--- config.mk ---
export PLATFORM = sky130hd
export DESIGN_NAME = jingle_scheduler
export DESIGN_NICKNAME = d
export VERILOG_FILES = /design/src/rtl/jingle_scheduler.sv
export SDC_FILE = /design/constraint.sdc
export NUM_CORES = 1
export LEC_CHECK = 0
export ABC_AREA = 0
export ABC_CLOCK_PERIOD_IN_PS = 2590
export CAP_MARGIN = 20
export CORE_MARGIN = 10
export CORE_UTILIZATION = 50
export DETAILED_ROUTE_END_ITERATION = 7
export PLACE_DENSITY_LB_ADDON = 0.25
export SLEW_MARGIN = 30
export SYNTH_ARGS = -nofsm -noshare
export SYNTH_HDL_FRONTEND = slang
export SYNTH_SLANG_ARGS = --single-unit
--- constraint.sdc ---
create_clock -name clk_i -period 2.59 [get_ports clk_i]
set_input_delay 0.518 -clock clk_i [delete_from_list [all_inputs] [get_ports clk_i]]
set_output_delay 0.518 -clock clk_i [all_outputs]
set_load 0.01 [all_outputs]
--- src/rtl/jingle_scheduler.sv ---
`timescale 1ns/1ps
// Purpose : queue PS/2 jingle requests and issue them to audio_send one at a time, with a silence gap between jingles.
// Latency : a request written at one edge is issued (jingle_num_val_o) right after the next edge; all outputs are registered.
// Backpressure : no ready signal. Requests are dropped (drop_o) when the queue is full, the number is invalid, or stop_i is high.
//
// Ports:
//   clk_i, rst_i              CLOCK_50 domain clock, synchronous active-high reset
//   req_num_i, req_val_i      jingle request from PS2_decoder (one-cycle strobe)
//   stop_i                    flush the queue and abort the jingle in progress
//   audio_ena_i               playback enable; requests still queue while low
//   play_done_i               end-of-jingle pulse from audio_send
//   jingle_num_o/_val_o       issued jingle number and its one-cycle strobe
//   abort_o                   one-cycle pulse telling audio_send to stop and clear the DAC
//   playing_o                 high while a jingle is playing
//   queue_cnt_o               queue occupancy, 0..QUEUE_DEPTH
//   drop_o                    one-cycle pulse for each rejected request
module jingle_scheduler #(
  parameter int JINGLE_CNT  = 8,
  parameter int NUM_W       = 3,
  parameter int QUEUE_DEPTH = 4,
  parameter int GAP_CYCLES  = 2400000
) (
  input  logic                           clk_i,
  input  logic                           rst_i,
  input  logic [NUM_W-1:0]               req_num_i,
  input  logic                           req_val_i,
  input  logic                           stop_i,
  input  logic                           audio_ena_i,
  input  logic                           play_done_i,
  output logic [NUM_W-1:0]               jingle_num_o,
  output logic                           jingle_num_val_o,
  output logic                           abort_o,
  output logic                           playing_o,
  output logic [$clog2(QUEUE_DEPTH):0]   queue_cnt_o,
  output logic                           drop_o
);

  localparam int PTR_W = $clog2(QUEUE_DEPTH);
  localparam int CNT_W = PTR_W + 1;
  // +2 keeps the width at least 1 even when the gap is disabled
  localparam int GAP_W = $clog2(GAP_CYCLES + 2);

  localparam logic [NUM_W:0]   JCNT     = (NUM_W+1)'(JINGLE_CNT);
  localparam logic [CNT_W-1:0] Q_FULL   = CNT_W'(QUEUE_DEPTH);
  localparam logic [GAP_W-1:0] GAP_LOAD = (GAP_CYCLES > 0) ? GAP_W'(GAP_CYCLES - 1) : '0;

  typedef enum logic [1:0] {IDLE, PLAY, GAP} state_t;

  state_t           state;
  logic [GAP_W-1:0] gap_cnt;
  logic [NUM_W-1:0] queue_mem [QUEUE_DEPTH];
  logic [PTR_W-1:0] wr_ptr;
  logic [PTR_W-1:0] rd_ptr;

  logic push;
  logic pop;

  // Full is judged on the registered occupancy, so a same-cycle pop does
  // not make room for the incoming request.
  assign push = req_val_i && !stop_i && ({1'b0, req_num_i} < JCNT) && (queue_cnt_o != Q_FULL);
  assign pop  = (state == IDLE) && (queue_cnt_o != '0) && audio_ena_i && !stop_i;

  // Storage carries no reset; the pointers and occupancy define validity.
  always_ff @(posedge clk_i) begin
    if (push) begin
      queue_mem[wr_ptr] <= req_num_i;
    end
  end

  always_ff @(posedge clk_i) begin
    if (rst_i) begin
      state            <= IDLE;
      gap_cnt          <= '0;
      wr_ptr           <= '0;
      rd_ptr           <= '0;
      queue_cnt_o      <= '0;
      jingle_num_o     <= '0;
      jingle_num_val_o <= 1'b0;
      abort_o          <= 1'b0;
      playing_o        <= 1'b0;
      drop_o           <= 1'b0;
    end else begin
      jingle_num_val_o <= 1'b0;
      abort_o          <= 1'b0;
      drop_o           <= req_val_i && !push;

      if (stop_i) begin
        state       <= IDLE;
        gap_cnt     <= '0;
        wr_ptr      <= '0;
        rd_ptr      <= '0;
        queue_cnt_o <= '0;
        playing_o   <= 1'b0;
        abort_o     <= (state == PLAY);
      end else begin
        if (push) begin
          wr_ptr <= wr_ptr + 1'b1;
        end
        if (pop) begin
          rd_ptr <= rd_ptr + 1'b1;
        end
        if (push && !pop) begin
          queue_cnt_o <= queue_cnt_o + 1'b1;
        end else if (pop && !push) begin
          queue_cnt_o <= queue_cnt_o - 1'b1;
        end

        case (state)
          IDLE: begin
            if (pop) begin
              jingle_num_o     <= queue_mem[rd_ptr];
              jingle_num_val_o <= 1'b1;
              playing_o        <= 1'b1;
              state            <= PLAY;
            end
          end
          PLAY: begin
            // audio_ena_i is deliberately ignored here: a started jingle finishes
            if (play_done_i) begin
              playing_o <= 1'b0;
              if (GAP_CYCLES == 0) begin
                state <= IDLE;
              end else begin
                state   <= GAP;
                gap_cnt <= GAP_LOAD;
              end
            end
          end
          GAP: begin
            if (gap_cnt == '0) begin
              state <= IDLE;
            end else begin
              gap_cnt <= gap_cnt - 1'b1;
            end
          end
          default: begin
            state <= IDLE;
          end
        endcase
      end
    end
  end

endmodule

==> results of run 1 <==
## power by group through the flow
stage	clock, uW	sequential (uW)	combinational, uW
final	558	819	111
after global routing	597	821	124
after CTS	570	819	113
after detailed placement	0	837	112
after global placement	0	837	110
after floorplan	0	838	66.0
## flip-flops by register name (all words and copies together) (netlist names)
name	flops
playing_o	1
queue_cnt_o	3
abort_o	1
drop_o	1
state	2
wr_ptr	2
jingle_num_val_o	1
rd_ptr	2
queue_mem	12
jingle_num_o	3
gap_cnt	22
## path summary, 6_finish.rpt
kind	endpoint	from
worst max register to register	gap_cnt[1]	gap_cnt[14]
worst min register to register	playing_o	playing_o
worst min-delay path	playing_o	playing_o
worst max-delay path	gap_cnt[1]	gap_cnt[14]
## placed cells by master (no fill, tap or decap), types with 6 or more instances in the layout
cell	Yosys	layout
a21oi_1	16	16
a31oi_1	7	7
buf_4	0	6
clkdlybuf4s50_1	0	18
dfxtp_1	38	38
edfxtp_1	12	12
ha_1	6	6
inv_1	6	6
nand2_1	12	12
nor2_1	26	26
o21ai_0	7	7
xor2_1	12	12
## layer usage
layer / GRT usage / wire [um] / part of all wire / up-vias
li1: - / - / - / 844
met1: 0.142 / 2010 / 0.47 / 816
met2: 0.190 / 1950 / 0.46 / 18
met3: 0.0446 / 208 / 0.049 / 6
met4: 0.0464 / 68 / 0.016 / 0
met5: 0 / 0 / 0 / -
## logic make-up (layout without fill, tap and decap cells)
family | after synthesis | count (layout) | synth area share
adders and majority gates | 7 | 7 | 0.0411
and+or+nand+nor | 85 | 85 | 0.211
DFF | 50 | 50 | 0.485
buffers and inverters | 20 | 38 | 0.0438
xor gates and xnor gates | 16 | 16 | 0.0606
muxes | 7 | 7 | 0.0465
AOI/OAI and AO/OA | 42 | 42 | 0.112
## stage by stage
| step | cell area [sq um] | power, uW | hold WS, ns | utilization |
|---|---|---|---|---|
| floorplan | 2310 | 904 | 0.442 | - |
| global placement | 2520 | 946 | 0.447 | 0.572 |
| detailed placement | 2520 | 949 | 0.449 | 0.572 |
| CTS | 2640 | 1500 | 0.464 | 0.598 |
| global route | 2640 | 1540 | 0.518 | 0.598 |
| finish | 2640 | 1490 | 0.460 | 0.598 |
## worst min-delay path: cells and delay by family, from the launching register on
family,cells,cell delay (ns)
AOI/OAI and AO/OA,1,0.05
DFF,1,0.32
and+or+nand+nor,1,0.05
## final cells by class
class	count	area, sq um	area share
clock inverter	3	45.0	0.0171
tap	52	65.1	0.0247
timing repair buffer	24	225	0.0854
sequential	50	1120	0.425
inverter	6	22.5	0.00854
multi-input combinational	157	1090	0.413
clock buffer	5	68.8	0.0261
==> impl_metrics.csv, run 1 <==
group,metric,value,unit
floorplan,start_util,0.524,
clock_tree,clock_sinks,50,
pwr,p_comb_frac,0.074,
finish,syn_to_final_growth,14.1,%
timing,slew_viol_final,0,
setup_path,rrSetupSlack,0.26,ns
flow_run,cap_violations,0,
yosys,ys_seq_elements,50,
detailed_routing,vias,1684,
detailed_routing,antenna_left,0,
setup_path,path_depth,5,
grt,grt_pass1_wl,7310,um
pwr,p_switching,337,uW
detailed_routing,drc,0,
setup_path,worstSetupPathType,"reg -> reg",
timing,hold_violations,0,
timing,post-route-period-util,0.898,
place,hpwl,3020,um
place,portBuffers,18,
yosys,synth_commonest_cells,"dfxtp_1 (38), nor2_1 (26), a21oi_1 (16)",
setup_path,worstPathCellList,"or4_4 > or4b_4 > o21ai_4 > and3_2 > a211oi_1",
setup_path,end_kind,"flop",
pwr,leakage,0.000909,uW
pwr,ir_drop,0.291,mV
clock_tree,cts_made_buffers,5,
yosys,synth_largest_area_cell,"dfxtp_1",
grt,overflow,0,
detailed_routing,firstDrtPassIters,4,
finish,antennaDiodeCount,0,
clock_tree,cts.hold.buffers_added,0,
setup_path,cp_data_required_time,2.77,ns
detailed_routing,wirelength,4240,um
grt,grt_pass1_vias,1585,
timing,finalSetupViolCount,0,
pwr,powerDensity,564,mW/mm^2
pwr,p_seq_frac,0.550,
yosys,syn_area_per_cell,10.2,sq um
pwr,p_clk_frac,0.375,
yosys,synth-async-reset-ratio,0,
timing,max_freq,430,MHz
place,gp_congestion,0.774,
setup_path,cp.buffers_inverters,0,
floorplan,fp.dieH,88.0,um
grt,grt_max_degree,26,
setup_path,crit_arrival,2.50,ns
floorplan,rows,24,
yosys,ys_seq_area_frac,0.485,
clock_tree,cts_buffer_depth,2,
pwr,internal_power,1150,uW
clock_tree,htreeDepth,2,
yosys,ys_types,50,
floorplan,die_x,88.0,um
yosys,yosysMostFrequentCell,"dfxtp_1",
setup_path,critPathMaxStageDelay,0.65,ns
clock_tree,cts_setup_buffers,0,
floorplan,dieArea,0.00774,sq mm
setup_path,critPathTopFamily,"simple AND/OR/NAND/NOR gates",
setup_path,startpoint_type,"flop",
detailed_routing,drtIter0Drc,139,
clock_tree,cts.clk_slew.worst_paths,0.09,ns
clock_tree,clkLatencyLatePin,0.31,ns
hold_path,hp-class,"reg -> reg",
timing,rsz0062_at_grt,"no",
yosys,synth_ff_type,"dfxtp_1",
yosys,synth_edf_count,12,
yosys,synth_top_cell_area_share,0.329,
timing,fin_setup_tns,0,ns
yosys,synth.area.top_cells,"dfxtp_1 (33%), edfxtp_1 (16%), xor2_1 (4.5%), nor2_1 (4.2%), a21oi_1 (3.5%)",
floorplan,core_area,0.00441,sq mm
setup_path,slowest_stage,"or4b_4",
yosys,syn_inst,227,
yosys,syn_nets,243,
clock_tree,clock-root-buffer,"clkbuf_8",
setup_path,critPathMaxFanout,11,
finish,num-fill-cells,387,
clock_tree,cts-resized-gates,0,
finish,nNetsFinal,260,
floorplan,io_pins,19,
timing,setup_ws,0.264,ns
setup_path,ff2ff_path_depth,5,
timing,fin_crit,2.33,ns
clock_tree,cts_tree,"yes",
place,pre_cts_slack,0.0209,ns
grt,antenna_found_initial,0,
finish,finalNonFillerCells,297,
timing,worst_pin_slew,0.568,ns
place,dp_cells,289,
timing,skew,0.00824,ns
finish,drive_above_1_share,0.127,
yosys,syn_area,0.00231,sq mm
outcome,status,"finished clean",
hold_path,min_delay_path_depth,2,
grt,grt_use_total,0.119,
pwr,sw_frac_of_total,0.226,
timing,max-slew-margin-rel,0.616,
detailed_routing,viasPerCell,5.67,
detailed_routing,wl_per_cell,14.3,um
yosys,yosysWarnings,0,
Power figures use the tool's default switching activity.
==> run 2: changes to the inputs <==
--- a/constraint.sdc
+++ b/constraint.sdc
@@ -3,2 +3,2 @@
 set_output_delay 0.518 -clock clk_i [all_outputs]
-set_load 0.01 [all_outputs]
+set_load 0.02 [all_outputs]
==> results of run 2 <==
Same layout as run 1 (identical final DEF). Status: finished clean.
==> run 3: changes to the inputs <==
- SLEW_MARGIN: 30 -> 20
==> results of run 3 <==
Same layout as run 1 (identical final DEF). Status: finished clean.
